<file path="src/rtl/mem_access_unit.sv">
// Load/store initiator: splits one byte/half/word CPU request into big-endian
// single-byte accesses to a byte-wide registered-read memory.
module mem_access_unit #(
    parameter int unsigned DATA_WIDTH = 32,
    parameter int unsigned WORD_SIZE  = 8,
    parameter int unsigned ADDR_WIDTH = 8
) (
    input  logic                  clk,
    input  logic                  rst,
    input  logic                  req_valid,
    output logic                  req_ready,
    input  logic                  req_we,
    input  logic [1:0]            req_size,
    input  logic                  req_signed,
    input  logic [ADDR_WIDTH-1:0] req_addr,
    input  logic [DATA_WIDTH-1:0] req_wdata,
    output logic                  resp_valid,
    output logic                  resp_err,
    output logic [DATA_WIDTH-1:0] resp_rdata,
    output logic                  mem_wr_en,
    output logic [ADDR_WIDTH-1:0] mem_addr,
    output logic [WORD_SIZE-1:0]  mem_wdata,
    input  logic [WORD_SIZE-1:0]  mem_rdata
);

    localparam logic [2:0] S_IDLE      = 3'd0;
    localparam logic [2:0] S_STORE     = 3'd1;
    localparam logic [2:0] S_LOAD      = 3'd2;
    localparam logic [2:0] S_LOAD_LAST = 3'd3;
    localparam logic [2:0] S_DONE      = 3'd4;
    localparam logic [2:0] S_ERR       = 3'd5;

    localparam int unsigned HALF_WIDTH = 2 * WORD_SIZE;

    logic [2:0]            state, state_nxt;
    logic [1:0]            cnt, cnt_nxt;
    logic [1:0]            last, last_nxt;
    logic                  sgn, sgn_nxt;
    logic [DATA_WIDTH-1:0] data_q, data_nxt;
    logic                  mem_wr_en_nxt;
    logic [ADDR_WIDTH-1:0] mem_addr_nxt;
    logic [WORD_SIZE-1:0]  mem_wdata_nxt;
    logic                  resp_valid_nxt;
    logic                  resp_err_nxt;
    logic [DATA_WIDTH-1:0] resp_rdata_nxt;

    logic                  req_err_c;
    logic [1:0]            req_last_c;
    logic [DATA_WIDTH-1:0] req_wdata_left_c;
    logic [DATA_WIDTH-1:0] load_word_c;
    logic [DATA_WIDTH-1:0] load_ext_c;

    assign req_ready = (state == S_IDLE) && !rst;

    // Request decode: byte count, alignment check, store data left-justified
    always_comb begin
        req_last_c       = 2'd0;
        req_err_c        = 1'b0;
        req_wdata_left_c = req_wdata;
        case (req_size)
            2'b00: begin
                req_last_c       = 2'd0;
                req_wdata_left_c = {req_wdata[WORD_SIZE-1:0], {(DATA_WIDTH-WORD_SIZE){1'b0}}};
            end
            2'b01: begin
                req_last_c       = 2'd1;
                req_err_c        = req_addr[0];
                req_wdata_left_c = {req_wdata[HALF_WIDTH-1:0], {(DATA_WIDTH-HALF_WIDTH){1'b0}}};
            end
            2'b10: begin
                req_last_c = 2'd3;
                req_err_c  = (req_addr[1:0] != 2'b00);
            end
            default: req_err_c = 1'b1;
        endcase
    end

    // Final assembled load value and its sign/zero extension from bit 8N-1
    assign load_word_c = {data_q[DATA_WIDTH-WORD_SIZE-1:0], mem_rdata};

    always_comb begin
        load_ext_c = load_word_c;
        case (last)
            2'd0:    load_ext_c = {{(DATA_WIDTH-WORD_SIZE){sgn & load_word_c[WORD_SIZE-1]}},
                                   load_word_c[WORD_SIZE-1:0]};
            2'd1:    load_ext_c = {{(DATA_WIDTH-HALF_WIDTH){sgn & load_word_c[HALF_WIDTH-1]}},
                                   load_word_c[HALF_WIDTH-1:0]};
            default: load_ext_c = load_word_c;
        endcase
    end

    always_ff @(posedge clk) begin
        if (rst) begin
            state      <= S_IDLE;
            cnt        <= 2'd0;
            last       <= 2'd0;
            sgn        <= 1'b0;
            data_q     <= '0;
            mem_wr_en  <= 1'b1;
            mem_addr   <= '0;
            mem_wdata  <= '0;
            resp_valid <= 1'b0;
            resp_err   <= 1'b0;
            resp_rdata <= '0;
        end else begin
            state      <= state_nxt;
            cnt        <= cnt_nxt;
            last       <= last_nxt;
            sgn        <= sgn_nxt;
            data_q     <= data_nxt;
            mem_wr_en  <= mem_wr_en_nxt;
            mem_addr   <= mem_addr_nxt;
            mem_wdata  <= mem_wdata_nxt;
            resp_valid <= resp_valid_nxt;
            resp_err   <= resp_err_nxt;
            resp_rdata <= resp_rdata_nxt;
        end
    end

    // Next state and next registered outputs; data_q shifts out stores, accumulates loads
    always_comb begin
        state_nxt      = state;
        cnt_nxt        = cnt;
        last_nxt       = last;
        sgn_nxt        = sgn;
        data_nxt       = data_q;
        mem_wr_en_nxt  = 1'b1;
        mem_addr_nxt   = mem_addr;
        mem_wdata_nxt  = mem_wdata;
        resp_valid_nxt = 1'b0;
        resp_err_nxt   = 1'b0;
        resp_rdata_nxt = resp_rdata;

        case (state)
            S_IDLE: begin
                resp_rdata_nxt = '0;
                if (req_valid && req_ready) begin
                    if (req_err_c) begin
                        state_nxt      = S_ERR;
                        resp_valid_nxt = 1'b1;
                        resp_err_nxt   = 1'b1;
                    end else begin
                        cnt_nxt      = 2'd0;
                        last_nxt     = req_last_c;
                        sgn_nxt      = req_signed;
                        mem_addr_nxt = req_addr;
                        if (req_we) begin
                            state_nxt     = S_STORE;
                            mem_wr_en_nxt = 1'b0;
                            mem_wdata_nxt = req_wdata_left_c[DATA_WIDTH-1 -: WORD_SIZE];
                            data_nxt      = req_wdata_left_c << WORD_SIZE;
                        end else begin
                            state_nxt = S_LOAD;
                            data_nxt  = '0;
                        end
                    end
                end
            end
            S_STORE: begin
                if (cnt == last) begin
                    state_nxt      = S_DONE;
                    resp_valid_nxt = 1'b1;
                    resp_rdata_nxt = '0;
                end else begin
                    cnt_nxt       = cnt + 2'd1;
                    mem_addr_nxt  = mem_addr + ADDR_WIDTH'(1);
                    mem_wr_en_nxt = 1'b0;
                    mem_wdata_nxt = data_q[DATA_WIDTH-1 -: WORD_SIZE];
                    data_nxt      = data_q << WORD_SIZE;
                end
            end
            S_LOAD: begin
                if (cnt != 2'd0) begin
                    data_nxt = load_word_c;
                end
                if (cnt == last) begin
                    state_nxt = S_LOAD_LAST;
                end else begin
                    cnt_nxt      = cnt + 2'd1;
                    mem_addr_nxt = mem_addr + ADDR_WIDTH'(1);
                end
            end
            S_LOAD_LAST: begin
                state_nxt      = S_DONE;
                data_nxt       = load_word_c;
                resp_valid_nxt = 1'b1;
                resp_rdata_nxt = load_ext_c;
            end
            S_DONE: begin
                state_nxt      = S_IDLE;
                resp_rdata_nxt = '0;
            end
            S_ERR: begin
                state_nxt      = S_IDLE;
                resp_rdata_nxt = '0;
            end
            default: begin
                state_nxt      = S_IDLE;
                resp_rdata_nxt = '0;
            end
        endcase
    end

endmodule

</file>
<file path="config.mk">
export PLATFORM = sky130hd
export DESIGN_NAME = mem_access_unit
export DESIGN_NICKNAME = d
export VERILOG_FILES = /design/src/rtl/mem_access_unit.sv
export SDC_FILE = /design/constraint.sdc
export NUM_CORES = 1
export LEC_CHECK = 0
export CAP_MARGIN = 20
export CORE_ASPECT_RATIO = 1.5
export CORE_MARGIN = 5
export CORE_UTILIZATION = 50
export CTS_CLUSTER_SIZE = 10
export DETAILED_ROUTE_END_ITERATION = 16
export PLACE_DENSITY = 0.92
export REMOVE_ABC_BUFFERS = 1
export SYNTH_ARGS = -nofsm -noshare
export SYNTH_HDL_FRONTEND = slang
export SYNTH_SLANG_ARGS = --single-unit
</file>
<file path="constraint.sdc">
create_clock -name clk -period 3.5 [get_ports clk]
set_input_delay 0.525 -clock clk [delete_from_list [all_inputs] [get_ports clk]]
set_output_delay 0.525 -clock clk [all_outputs]
set_load 0.02 [all_outputs]
</file>
==> results by group, run 1 <==
Run status
  • Status: finished clean

Routing
  • Post-route ant nets: 0
  • Via-per-instance ratio: 6.30
  • Pre-antenna DRT Iters: 6
  • Drt wl/cell: 18.1 um
  • Drt initial violations: 552
  • Residual DRC count: 0
  • Routed wire length: 13.5 mm
  • Vias: 4694

Synth
  • Prevailing post-synth register cell: dfxtp_1
  • Avg Cell Area, Syn: 8.47 um2
  • Synth Register Bits: 91
  • Yosys warns: 0
  • Compound-Gate Fraction of Synth Area: 0.335
  • Mux cell area share after synthesis: 0.0363
  • Adder-cell share of the synthesized area: 0.0159
  • Synth cell types: 52
  • Number of synthesized flops with an enable pin: 0
  • Seq/Total Area, Yosys: 0.386
  • Synthesized instance count: 557
  • Post-Synth XOR/XNOR Area: 0.0143
  • Mapped cell area: 4720 um2
  • Synth Area in Simple Gates: 0.151
  • Combinational family with the most area after synthesis: compound AO/OA/AOI/OAI gates
  • Asr flop ratio synth: 0

Timing
  • Unrepaired setup endpoints after global routing: no
  • Max Fclk: 378 MHz
  • Worst Skew: 10.2 ps
  • Final setup viols: 0
  • Fin crit share: 0.756
  • Slew headroom: 0.335
  • Fin Setup TNS: 0 ps
  • Final Hold Fails: 0
  • Max Slew Vio Count: 0
  • Post-layout min period: 2650 ps
  • Actual slew at the worst max-slew pin: 993 ps

Power and ir drop
  • Power Total: 2690 uW
  • Internal: 1900 uW
  • Leak: 0.00204 uW
  • Clock share of power: 0.358
  • Worst vdd ir: 0.377 mV
  • Combinational share of power: 0.208
  • Sw Ratio: 0.294
  • Sequential Power Share: 0.434
  • Net Switching: 789 uW
  • Cell area power density: 444 nW/um2

Floorplanning
  • Die area: 11500 um2
  • Initial Utilization: 0.510
  • Num rows: 43
  • Chip width: 89.3 um
  • Core Area: 9250 um2
  • I/O pins: 107
  • Die H: 129 um

Clock network
  • CTS-repair resized insts: 0
  • CTS tree: yes
  • Worst-path clk slew: 60 ps
  • Postcts setup bufs: 0
  • Worst skew pair latency: 340 ps
  • CTS Sinks: 91
  • Max Buffers Root-to-Sink: 2
  • Clock root cell: clkbuf_16
  • Cts hold-fix bufs: 0
  • Total CTS buffers: 9
  • H-tree depth: 3

Setup path
  • Crit end category: output port
  • Critical setup path kind: reg -> out
  • Worst setup SP type: flip-flop
  • Largest fanout on the critical path: 20
  • Req. time, crit path: 2970 ps
  • WP data arrival: 2120 ps

Layout
  • Nets: 689
  • Synthesis-to-layout area growth: 28.4%
  • Layout cells sized above 1: 0.0695
  • Most frequent cells in the layout: 105 x clkdlybuf4s50_1, 91 x dfxtp_1, 75 x a21oi_1
  • Most common cell after layout, fill and taps aside: clkdlybuf4s50_1
  • N_diodes: 0

GRT
  • First-pass GRT wire length: 22.3 mm
  • Vias in the first global route: 4441
  • Initial antenna violation count: 0
  • Largest net degree at the start of global routing: 61
  • Gr usage total: 0.241
  • Remaining global-route overflow: 0

Place
  • DP HPWL: 9.41 mm
  • Port buffer count: 106
  • GPL Wtd Cong: 0.866

Hold path
  • Worst hold path class: reg -> reg

Flow run
  • Maxcap violations: 0
-- critical path, cell delays in order (launching register included) --
cell             delay [ps]
dfxtp_1                 570
nor4_4                  530
clkdlybuf4s50_1         690
-- path summary, 6_finish.rpt --
check | start | to | slack, ps | depth (start not counted)
min | mem_wdata[6]$_SDFFE_PP0P_ | mem_wdata[6]$_SDFFE_PP0P_ | 470 | 2
max | state[2]$_SDFFE_PP0P_ | req_ready | 850 | 2
max reg2reg | state[2]$_SDFFE_PP0P_ | data_q[6]$_SDFFE_PP0P_ | 1060 | 5
min reg2reg | mem_wdata[6]$_SDFFE_PP0P_ | mem_wdata[6]$_SDFFE_PP0P_ | 470 | 2
-- cells in the mapped netlist, types with 12 or more instances --
master | n | area, um2
a21oi_1 | 75 | 375
a22oi_1 | 28 | 210
clkbuf_1 | 39 | 146
dfxtp_1 | 91 | 1820
mux2i_1 | 16 | 160
nand2_1 | 62 | 233
nand2b_1 | 17 | 106
nand3_1 | 23 | 115
nor2_1 | 14 | 52.6
o211ai_1 | 34 | 255
o21ai_0 | 12 | 60.1
o41ai_1 | 24 | 210
-- power groups by stage --
stage	logic, uW	clock network (uW)	registers, uW
after floorplan	313	0	1190
after global placement	527	0	1180
after detailed placement	545	0	1180
after CTS	550	973	1160
after global routing	607	1030	1170
final	559	962	1170
-- metal layers --
layer	up-vias	GRT usage	wire [um]
li1	2238	-	-
met1	2198	0.299	5280
met2	229	0.403	6950
met3	29	0.0448	869
met4	0	0.0982	405
met5	-	0	0
-- final cells by class --
type | instances | area, um2
sequential | 91 | 1820
inverter | 8 | 30.0
clock inverter | 5 | 60.1
fill | 731 | 3200
timing repair buffer | 119 | 1150
tap | 112 | 140
clock buffer | 11 | 233
multi-input combinational | 399 | 2620
-- metrics by stage --
step / utilization / setup WS [ps] / hold WS [ps] / instance area, um2 / instances
after global placement: 0.622 / 789 / 447 / 5760 / 728
final: 0.655 / 854 / 468 / 6060 / 745
after CTS: 0.654 / 865 / 473 / 6050 / 744
after global routing: 0.655 / 745 / 497 / 6060 / 745
after detailed placement: 0.622 / 633 / 458 / 5760 / 728
after floorplan: - / 442 / 444 / 4460 / 498
-- registers in the layout, summed over array words and instances, names as in the netlist --
signal,flops
mem_addr,8
resp_err,1
last,2
resp_rdata,32
mem_wdata,8
resp_valid,1
mem_wr_en,1
sgn,1
cnt,2
state,3
data_q,32
-- cell families after synthesis --
kind of cell | count (synthesis)
mux | 17
buf+inv | 67
simple gates | 145
compound gates | 225
flops | 91
fa+ha+maj | 6
xor+xnor | 6
No activity file was read; power rests on OpenSTA's default activity.
==> run 2, diff against run 1 <==
==> constraint.sdc (replaced) <==
create_clock -name clk -period 2.5 [get_ports clk]
set_input_delay 0.375 -clock clk [delete_from_list [all_inputs] [get_ports clk]]
set_output_delay 0.375 -clock clk [all_outputs]
set_load 0.02 [all_outputs]
==> run 2 against run 1 <==
Against the previous run:
- first-iteration DRC count is 20% lower
- setup slack worse by 790 ps
- non-clock buffer count is 9 higher
- design area is 1.6% higher
- clock power is 39% higher
- sequential share of layout area is 0.47 points lower
- register-to-register slack worse by 750 ps
- critical endpoint unchanged
- cell count is 1.2% higher
- core utilization is 1.0 points higher
- global-route usage is 0.81 points higher
- combinational power is 48% higher
==> results by group, run 2 (synthesis results as in run 1) <==
Setup path
  • Slowest-stage cell, CP: clkdlybuf4s50_1
  • Largest fanout on the critical path: 14
  • Worst setup SP type: flip-flop
  • Crit end category: output port
  • Critical setup path kind: reg -> out
  • Req. time, crit path: 2120 ps
  • Max stage delay on crit path: 690 ps
  • CP cell instances: nor4_4, clkdlybuf4s50_1
  • WP data arrival: 2060 ps

Timing
  • Slew headroom: 0.350
  • Actual slew at the worst max-slew pin: 967 ps
  • Max Fclk: 410 MHz
  • Fin crit share: 0.976
  • Post-layout min period: 2440 ps
  • Unrepaired setup endpoints after global routing: no
  • Max Slew Vio Count: 0
  • Final setup viols: 0
  • Final Hold Fails: 0
  • Worst Skew: 9.34 ps

Clock network
  • Total CTS buffers: 9
  • Cts hold-fix bufs: 0
  • H-tree depth: 3
  • Clock root cell: clkbuf_16
  • Worst-path clk slew: 60 ps
  • CTS Sinks: 91
  • CTS-repair resized insts: 0
  • Max Buffers Root-to-Sink: 2
  • CTS tree: yes
  • Postcts setup bufs: 0
  • Worst skew pair latency: 350 ps

Floorplanning
  • I/O pins: 107
  • Die area: 11500 um2
  • Core Area: 9250 um2
  • Chip width: 89.3 um
  • Num rows: 43
  • Initial Utilization: 0.510
  • Die H: 129 um

Layout
  • N_diodes: 0
  • Design Area, Final: 6150 um2
  • Post-Route Utilization: 0.665
  • Synthesis-to-layout area growth: 30.4%
  • Most frequent cells in the layout: 105 x clkdlybuf4s50_1, 91 x dfxtp_1, 75 x a21oi_1
  • Top flop regs: data_q (32), resp_rdata (32)
  • Layout cells sized above 1: 0.0857
  • Most common cell after layout, fill and taps aside: clkdlybuf4s50_1
  • Nets: 698

Power and ir drop
  • Cell area power density: 616 nW/um2
  • Leak: 0.00210 uW
  • Worst vdd ir: 0.480 mV

Routing
  • Drt initial violations: 439
  • Pre-antenna DRT Iters: 5
  • Routed wire length: 14.0 mm
  • Vias: 4840
  • Via-per-instance ratio: 6.42
  • Drt wl/cell: 18.6 um
  • Residual DRC count: 0
  • Post-route ant nets: 0

Place
  • Area post-placement: 5860 um2
  • DP HPWL: 9.76 mm
  • Port buffer count: 106
  • GPL Wtd Cong: 0.895

Hold path
  • Worst hold path class: in -> reg

GRT
  • Vias in the first global route: 4748
  • Initial antenna violation count: 0
  • Gr usage total: 0.249
  • Remaining global-route overflow: 0
  • Largest net degree at the start of global routing: 60
  • First-pass GRT wire length: 22.9 mm

Flow run
  • Maxcap violations: 0

Run status
  • Status: finished clean
[run 2: stage by stage]
step | TNS [ps] | std cells | worst slack, ps | hold WS, ps | total power, uW
5_1_grt | 0 | 754 | 17.6 | 459 | 3930
2_1_floorplan | -20320 | 498 | -558 | 444 | 2100
3_5_place_dp | 0 | 738 | 86.9 | 455 | 2460
3_3_place_gp | 0 | 738 | 167 | 446 | 2430
6_report | 0 | 754 | 60.7 | 437 | 3790
4_1_cts | 0 | 754 | 88.1 | 428 | 3790
[run 2: report_power, final]
| group | internal [uW] | switching (uW) | total, uW | leakage [uW] |
|---|---|---|---|---|
| registers | 1540 | 88.3 | 1620 | 0.000737 |
| clock network | 741 | 598 | 1340 | 0.000147 |
| logic | 365 | 464 | 829 | 0.00122 |
[run 2: worst max-delay path: cells and delay by family, from the launching register on]
kind                   cells  cell delay (ps)
flip-flops                 1              500
AND/OR/NAND/NOR            1              530
buffers and inverters      1              690
[run 2: final timing paths]
check	from	endpoint	slack [ps]	cells after the start
setup / recovery	state[2]$_SDFFE_PP0P_	req_ready	60	2
hold / removal	rst	resp_err$_SDFF_PP0_	440	3
setup reg to reg	state[1]$_SDFFE_PP0P_	mem_addr[3]$_SDFFE_PP0P_	310	4
hold reg to reg	mem_wdata[1]$_SDFFE_PP0P_	mem_wdata[1]$_SDFFE_PP0P_	470	2
[run 2: final cells by class]
| cell class | count | area (um2) |
|---|---|---|
| Fill cell | 719 | 3100 |
| Clock inverter | 5 | 43.8 |
| Sequential cell | 91 | 1820 |
| Timing Repair Buffer | 128 | 1250 |
| Inverter | 8 | 30.0 |
| Tap cell | 112 | 140 |
| Clock buffer | 11 | 253 |
| Multi-Input combinational cell | 399 | 2620 |
[run 2: routing by layer]
metal | up-vias | global-route usage | part of all wire
met4 | 0 | 0.131 | 0.039
li1 | 2255 | - | -
met5 | - | 0 | 0
met1 | 2287 | 0.304 | 0.40
met3 | 47 | 0.0391 | 0.062
met2 | 251 | 0.412 | 0.50
==> run 3, diff against run 2 <==
--- a/config.mk
+++ b/config.mk
@@ -7,10 +7,11 @@
 export LEC_CHECK = 0
 export CAP_MARGIN = 20
 export CORE_ASPECT_RATIO = 1.5
-export CORE_MARGIN = 5
+export CORE_MARGIN = 3
 export CORE_UTILIZATION = 50
 export CTS_CLUSTER_SIZE = 10
 export DETAILED_ROUTE_END_ITERATION = 16
+export GPL_TIMING_DRIVEN = 0
 export PLACE_DENSITY = 0.92
 export REMOVE_ABC_BUFFERS = 1
 export SYNTH_ARGS = -nofsm -noshare
==> run 3 against run 2 <==
Against the previous run:
- first-iteration DRC count grew 39%
- setup slack got worse by 9.0 ps
- critical path depth stayed put
- critical endpoint unchanged
- design area grew 0.77%
==> results by group, run 3 (synthesis results as in run 1) <==
Routing
  • Pre-antenna DRT Iters: 7
  • Drt initial violations: 610
  • Via-per-instance ratio: 6.61
  • Routed wire length: 14.3 mm
  • Post-route ant nets: 0
  • Drt wl/cell: 19.3 um
  • Vias: 4916
  • Residual DRC count: 0

Place
  • GPL Wtd Cong: 0.829
  • Port buffer count: 106
  • DP HPWL: 9.28 mm
  • Area post-placement: 5780 um2
  • Placed Cells: 721

Timing
  • Fin Hold WS: 469 ps
  • Fin crit share: 0.979
  • Final Hold Fails: 0
  • Worst Skew: 7.10 ps
  • Post-layout min period: 2450 ps
  • Actual slew at the worst max-slew pin: 934 ps
  • Unrepaired setup endpoints after global routing: no
  • Slew headroom: 0.375
  • Max Slew Vio Count: 0
  • Final setup viols: 0
  • Max Fclk: 408 MHz

Setup path
  • Max stage delay on crit path: 690 ps
  • Worst setup SP type: flip-flop
  • Slowest-stage cell, CP: clkdlybuf4s50_1
  • Critical setup path kind: reg -> out
  • Crit end category: output port
  • CP cell instances: nor4_4, clkdlybuf4s50_1
  • Crit path max-delay family: buffers and inverters
  • Largest fanout on the critical path: 20
  • WP data arrival: 2070 ps
  • Req. time, crit path: 2120 ps
  • CP Buf/Inv Count: 1

Power and ir drop
  • Power Total: 3860 uW
  • Clock share of power: 0.362
  • Leak: 0.00207 uW
  • Net Switching: 1180 uW
  • Combinational share of power: 0.213
  • Sequential Power Share: 0.424
  • Internal: 2680 uW
  • Cell area power density: 622 nW/um2
  • Sw Ratio: 0.306
  • Worst vdd ir: 0.701 mV

GRT
  • Initial antenna violation count: 0
  • First-pass GRT wire length: 22.6 mm
  • Remaining global-route overflow: 0
  • Largest net degree at the start of global routing: 47
  • Vias in the first global route: 4645
  • Gr usage total: 0.252

Floorplanning
  • I/O pins: 107
  • Core Area: 8990 um2
  • Num rows: 42
  • Die H: 125 um
  • Chip width: 85.3 um
  • Die area: 10700 um2
  • Initial Utilization: 0.525

Layout
  • N_diodes: 0
  • Layout cells sized above 1: 0.0883
  • Final Non-Filler Cells: 744
  • Nets: 690
  • Most common cell after layout, fill and taps aside: clkdlybuf4s50_1
  • Top flop regs: data_q (32), resp_rdata (32)
  • Design Area, Final: 6200 um2
  • Synthesis-to-layout area growth: 31.4%
  • Fillers: 626
  • Most frequent cells in the layout: 105 x clkdlybuf4s50_1, 88 x dfxtp_1, 74 x a21oi_1

Clock network
  • Worst skew pair latency: 350 ps
  • Total CTS buffers: 9
  • Max Buffers Root-to-Sink: 2
  • Clock root cell: clkbuf_16
  • CTS Sinks: 91
  • Worst-path clk slew: 70 ps
  • CTS tree: yes
  • H-tree depth: 3

Run status
  • Status: finished clean

Flow run
  • Maxcap violations: 0

Hold path
  • Worst hold path class: reg -> reg
-- run 3: changes by cell type in the layout (fill, tap and decap cells not counted), moves of 2 or more --
cell and delta:
dfxtp_2 +2, buf_8 +2, clkinvlp_4 +2, a211oi_2 -2
dfxtp_1 -3, buf_6 +3, a211oi_4 +2, buf_4 -15
-- run 3: layout make-up --
class | instances | area [um2] | share of cell area
well taps | 110 | 138 | 0.0222
flip-flops and latches | 91 | 1830 | 0.295
repair buffers | 119 | 1220 | 0.197
clock inverters | 7 | 76.3 | 0.0123
inverters | 8 | 35.0 | 0.00565
multi-input cells | 400 | 2680 | 0.432
clock buffers | 9 | 225 | 0.0363
-- run 3: worst paths after layout --
check	startpoint	endpoint	slack, ps	depth (start not counted)
worst max-delay path	state[2]$_SDFFE_PP0P_	req_ready	50	2
worst min-delay path	mem_wdata[3]$_SDFFE_PP0P_	mem_wdata[3]$_SDFFE_PP0P_	470	2
worst max register to register	state[0]$_SDFFE_PP0P_	mem_addr[5]$_SDFFE_PP0P_	160	4
worst min register to register	mem_wdata[3]$_SDFFE_PP0P_	mem_wdata[3]$_SDFFE_PP0P_	470	2
-- run 3: metrics by stage --
stage                util  setup slack [ps]  setup TNS (ps)
floorplan               -              -558          -20320
global placement    0.629             -2020         -127610
detailed placement  0.643             -1030          -47810
CTS                 0.681             0.516               0
global route        0.690              1.43               0
finish              0.690              51.7               0
-- run 3: power by group through the flow --
stage | clock network [uW] | logic [uW] | registers, uW
finish | 1400 | 824 | 1640
global route | 1460 | 882 | 1650
CTS | 1390 | 786 | 1630
detailed placement | 0 | 769 | 1660
global placement | 0 | 718 | 1650
floorplan | 0 | 439 | 1660
-- run 3: routing by layer --
metal / vias to the layer above / part of all wire / GRT usage
met4: 0 / 0.036 / 0.0997
met3: 48 / 0.081 / 0.0388
li1: 2244 / - / -
met2: 337 / 0.51 / 0.422
met1: 2287 / 0.37 / 0.321
met5: - / 0 / 0
-- run 3: what timing repair did --
action                     CTS  global route
hold buffers                 0             0
buffers inserted             0             5
setup endpoints to repair   86            39
pin swaps                    0             2
resized for setup           11             5
cloned                       0             1
-- run 3: worst min-delay path, cell delays in order, from the launching register on --
cell     delay, ps
dfxtp_1        320
nand2_1         50
mux2i_1         50
